==> src/rtl/nibble_serial_adder.sv <==
// nibble_serial_adder: WIDTH-bit adder streamed through one 4-bit lookahead slice, LS nibble first.
// Optional subtract mode via `define NIBBLE_SERIAL_SUB_EN.
module nibble_serial_adder #(
    parameter int WIDTH = 16
) (
    input  logic             clk,
    input  logic             rst_n,
    input  logic             in_valid,
    output logic             in_ready,
    input  logic [WIDTH-1:0] a,
    input  logic [WIDTH-1:0] b,
    input  logic             cin,
`ifdef NIBBLE_SERIAL_SUB_EN
    input  logic             sub,
`endif
    output logic             out_valid,
    input  logic             out_ready,
    output logic [WIDTH-1:0] sum,
    output logic             cout,
    output logic             overflow
);
    localparam int NL = WIDTH / 4;
    localparam int IW = NL > 1 ? $clog2(NL) : 1;

    generate
        if (WIDTH < 4 || WIDTH % 4 != 0) begin : g_bad_width
            $error("nibble_serial_adder: WIDTH must be a multiple of 4 and >= 4");
        end
    endgenerate

    typedef enum logic [1:0] {IDLE, RUN, DONE} state_t;
    state_t          state;
    logic [WIDTH-1:0] ra, rb;
    logic            carry;
    logic [IW-1:0]   idx;
    logic [3:0]      p, g, s;
    logic [4:0]      c;
    logic            sub_i;

`ifdef NIBBLE_SERIAL_SUB_EN
    assign sub_i = sub;
`else
    assign sub_i = 1'b0;
`endif

    // Operands shift right each RUN cycle, so the active nibble is always bits [3:0].
    always_comb begin
        p    = ra[3:0] ^ rb[3:0];
        g    = ra[3:0] & rb[3:0];
        c[0] = carry;
        c[1] = g[0] | (p[0] & c[0]);
        c[2] = g[1] | (p[1] & g[0]) | (p[1] & p[0] & c[0]);
        c[3] = g[2] | (p[2] & g[1]) | (p[2] & p[1] & g[0]) | (p[2] & p[1] & p[0] & c[0]);
        c[4] = g[3] | (p[3] & g[2]) | (p[3] & p[2] & g[1]) | (p[3] & p[2] & p[1] & g[0])
             | (p[3] & p[2] & p[1] & p[0] & c[0]);
        s    = p ^ c[3:0];
    end

    assign in_ready  = state == IDLE;
    assign out_valid = state == DONE;

    always_ff @(posedge clk or negedge rst_n) begin
        if (!rst_n) begin
            state    <= IDLE;
            ra       <= '0;
            rb       <= '0;
            carry    <= 1'b0;
            idx      <= '0;
            sum      <= '0;
            cout     <= 1'b0;
            overflow <= 1'b0;
        end else begin
            case (state)
                IDLE: if (in_valid) begin
                    ra    <= a;
                    rb    <= b ^ {WIDTH{sub_i}};
                    carry <= cin ^ sub_i;
                    sum   <= '0;
                    idx   <= '0;
                    state <= RUN;
                end
                RUN: begin
                    sum[4*idx +: 4] <= s;
                    carry           <= c[4];
                    ra              <= ra >> 4;
                    rb              <= rb >> 4;
                    if (idx == IW'(NL - 1)) begin
                        cout     <= c[4];
                        overflow <= c[3] ^ c[4];
                        state    <= DONE;
                    end else begin
                        idx <= idx + 1'b1;
                    end
                end
                DONE: if (out_ready) state <= IDLE;
                default: state <= IDLE;
            endcase
        end
    end
endmodule

==> config.mk <==
export PLATFORM = sky130hd
export DESIGN_NAME = nibble_serial_adder
export DESIGN_NICKNAME = d
export VERILOG_FILES = /design/src/rtl/nibble_serial_adder.sv
export SDC_FILE = /design/constraint.sdc
export NUM_CORES = 1
export LEC_CHECK = 0
export CAP_MARGIN = 25
export CORE_UTILIZATION = 56
export CTS_BUF_LIST = sky130_fd_sc_hd__clkbuf_4
export DETAILED_ROUTE_END_ITERATION = 10
export GPL_TIMING_DRIVEN = 0
export PLACE_DENSITY = 0.87
export SLEW_MARGIN = 20
export SYNTH_ARGS = -nofsm -noshare
export SYNTH_HDL_FRONTEND = slang
export SYNTH_SLANG_ARGS = --single-unit
==> constraint.sdc <==
create_clock -name clk -period 3 [get_ports clk]
set_input_delay 0.6 -clock clk [delete_from_list [all_inputs] [get_ports clk]]
set_output_delay 0.6 -clock clk [all_outputs]
set_load 0.03 [all_outputs]
==> results by stage <==
Pwr:
- The cell-internal power is 2.00 mW.
- The part of the power in registers is 35.0%.
- The worst-case IR drop observed on VDD is 0.431 mV.
- The share of total power dissipated in the clock network is 9.2%.
- The switching power share of the total is 44.4%.
- The logic gate share of total power is 55.8%.
- Summed over all cells, the static leakage comes to 1.57 nW.
- The net switching power figure is 1.60 mW.
- Power spread over the standard cell area amounts to 1070 nW/um^2.

Synth:
- Of the post-synthesis cell area, the dominant cell type holds 51.4%.
- The number of synthesized register bits is 55.
- During synthesis, Yosys emitted a total of 0 warnings.
- The proportion of synthesized flip-flops having asynchronous set or reset is 100%.
- The post-synth design cell area is 2680 sq um.
- In the synthesized netlist, the number of instances is 258.
- In this run, synthesis inferred 0 flip-flops with an integrated enable.
- The number of distinct standard cells referenced by the synthesized netlist is 31.
- The average instance in the mapped netlist occupies 10.4 sq um.
- Summing the sequential cell areas from Yosys gives 51.4% of the chip area.
- Among all flip-flop cells after synthesis, the most frequent one is dfrtp_1.
- The largest total area in the synthesized netlist belongs to dfrtp_1.
- The net count of the mapped netlist is 305.
- Yosys attributes the largest share of cell area to dfrtp_1 51%, mux2i_1 9.3%, nand2_1 6.7%.

Timing:
- The final max-slew violation count is 0.
- The highest achievable clock rate is 366 MHz.
- Setup repair after global routing left no endpoint under its margin.
- The final hold violation count is 0.
- Summed over all failing endpoints, the final setup total negative slack is 0 ps.
- The total setup violations reported at the end of the flow is 0.
- The routed design could run at a clock period as short as 2730 ps.
- After layout, the worst path uses 91.1% of the clock period.
- The slew of the pin with the lowest slew margin is 779 ps.
- The worst relative slew slack is 47.3%.
- The final clock skew is 14.4 ps.

Clock network:
- In this run, post-CTS repair resized a total of 0 instances.
- TritonCTS built the clock tree.
- In this run the number of H-tree levels came out at 2.
- The clock passes through at most 2 buffers.
- CTS saw 55 sinks.
- The clock edge transition at the registers on the reported setup and hold paths is 150 ps.
- The clock latency of the later-clocked register in the worst-skew pair is 380 ps.
- The master cell of the clock root buffer is clkbuf_4.
- The number of setup buffers added after CTS is 0.
- Buffers inserted during clock tree synthesis total 5.
- The number of hold buffers added after cts is 0.

Worst setup path:
- The launching element type of the critical path is a register.
- For this run, the slowest stage of the critical path takes 600 ps.
- The cell with the biggest individual delay on the critical path is clkdlybuf4s50_1.
- The worst path required time is 2400 ps.
- Walking the worst path, the cells encountered are buf_2 -> clkbuf_1 -> nor2_1 -> clkdlybuf4s50_1.
- Along the worst path, the maximum fanout reaches 10.
- The category of the most critical setup path is reg -> out.
- The category of the worst setup path capture point is an output pin.
- The worst path arrival time is 2130 ps.

Route:
- For this run, design rule violations remaining after detail routing come to 3.
- The final layout contains routed wiring with a total length of 6.01 mm.
- For this block, the via count after detailed routing is 2145.
- In the routed layout, each cell is associated on average with a via count of 5.74.
- The number of optimization iterations in the first detailed-route pass is 7.
- The count of routing violations after the opening detailed-route iteration is 169.
- In the final routed layout, each cell accounts on average for 16.1 um.
- The number of routed nets with antenna violations is 0.

Placed design:
- Routability-driven placement finished with a final weighted congestion of 0.802.
- The number of buffers added on ports is 56.
- Once detailed placement completed, the half-perimeter wirelength came to 4.46 mm.
- Summing all placed instances gives a cell area of 3300 sq um.

Floorplanning:
- Pin placement for this block handled 57 I/O pins.
- Measured along the x axis, the die boundary spans 71.2 um.
- The initial core utilization is 59.9%.
- The cell row count is 24.
- The floorplan die area is 5070 sq um.
- The y dimension of the die is 71.2 um.
- The core region is 4470 sq um.

Final layout:
- The design area is 3360 sq um.
- Of the cells placed in the final design, the portion with a size suffix greater than 1 is 6.21%.
- The layout overhead on the synthesized area is 25.4%.
- In the final design database the tool counted 368 nets.
- The repair_antennas step left the layout with diodes totalling 0.
- The utilization of the core after routing is 75.1%.
- In the layout the commonest cells are 55 x dfrtp_1, 55 x clkdlybuf4s50_1, 48 x nand2_1, 33 x o21ai_0, 25 x mux2i_1.

GRT:
- The initial antenna violation count was 0.
- The via count of the first global-routing pass is 2182.
- The wire length of the first global-routing pass is 10.3 mm.
- The global-route total usage across every layer is 26.4%.
- Entering global routing, the biggest net connects 56 pins.
- For this run the aggregate overflow at the end of global routing stands at 0.

Job:
- The number of max-cap violations is 0.

Status:
- The checks that failed: DRC.
- The run finished, with violations left.

Min path:
- The tightest min-delay check is of the in -> async type.
[kinds of logic (layout without fill, tap and decap cells)]
family,Yosys count,count (layout),synth area share [%]
compound gates,74,74,16.9
xor+xnor,3,3,0.981
mux,26,26,9.76
fa+ha+maj,10,10,4.95
flops,55,55,51.4
buf+inv,18,82,3.41
simple gates,72,72,12.6
[synthesized netlist by cell type, types with 2 or more instances]
master,instances
a21oi_1,15
a22o_1,19
buf_2,4
buf_6,2
clkbuf_1,7
dfrtp_1,55
ha_1,9
inv_1,4
mux2i_1,25
nand2_1,48
nor2_1,8
nor2b_1,10
o21ai_0,33
xor2_1,2
[per-layer routing]
metal	vias to the layer above	global-route usage, %	routed length [um]
met3	7	4.70	241
met4	0	5.33	52
met5	-	0	0
met1	1052	34.7	2660
li1	1022	-	-
met2	64	46.1	3060
[cell type report]
type | instances | area (sq um)
clock inverters | 1 | 5.00
clock buffers | 7 | 52.6
multi-input cells | 185 | 1210
plain buffers | 14 | 76.3
fillers | 316 | 1110
inverters | 4 | 15.0
flip-flops and latches | 55 | 1380
repair buffers | 56 | 558
well taps | 52 | 65.1
[final timing paths]
| check | start | endpoint | slack (ps) | depth (start not counted) |
|---|---|---|---|---|
| setup / recovery | state[0]$_DFFE_PN0P_ | in_ready | 270 | 4 |
| hold / removal | rst_n | sum[6]$_DFFE_PN0P_ | 250 | 1 |
| setup reg to reg | idx[0]$_DFFE_PN0P_ | sum[1]$_DFFE_PN0P_ | 950 | 4 |
| hold reg to reg | ra[9]$_DFFE_PN0P_ | ra[9]$_DFFE_PN0P_ | 500 | 2 |
| max in group asynchronous | rst_n | ra[0]$_DFFE_PN0P_ | 2300 | 1 |
| min in group clk | ra[9]$_DFFE_PN0P_ | ra[9]$_DFFE_PN0P_ | 500 | 2 |
[per-stage QoR]
stage / hold slack, ps / cells / worst slack, ps / power, mW
after floorplan: 304 / 258 / 1210 / 2.63
after global placement: 460 / 366 / -287 / 3.18
after detailed placement: 477 / 366 / 706 / 3.28
after CTS: 256 / 374 / 253 / 3.61
after global routing: 299 / 374 / 113 / 3.86
final: 245 / 374 / 266 / 3.60
[critical path: cells and delay by family (launching register included)]
family / cells / cell delay (ps)
AND/OR/NAND/NOR: 1 / 90
buffers and inverters: 3 / 1200
flip-flops: 1 / 470
[sequential cells by signal, indices dropped and copies added, names as in the netlist]
signal / cells
ra: 16
rb: 16
sum: 16
idx: 2
state: 2
carry: 1
cout: 1
overflow: 1
[power groups by stage]
stage	combinational [mW]	sequential [mW]	clock (mW)
after global routing	2.20	1.30	0.365
after global placement	1.93	1.26	0
after floorplan	1.23	1.40	0
after detailed placement	2.00	1.28	0
final	2.01	1.26	0.332
after CTS	2.01	1.26	0.339
No activity file was read; power rests on OpenSTA's default activity.
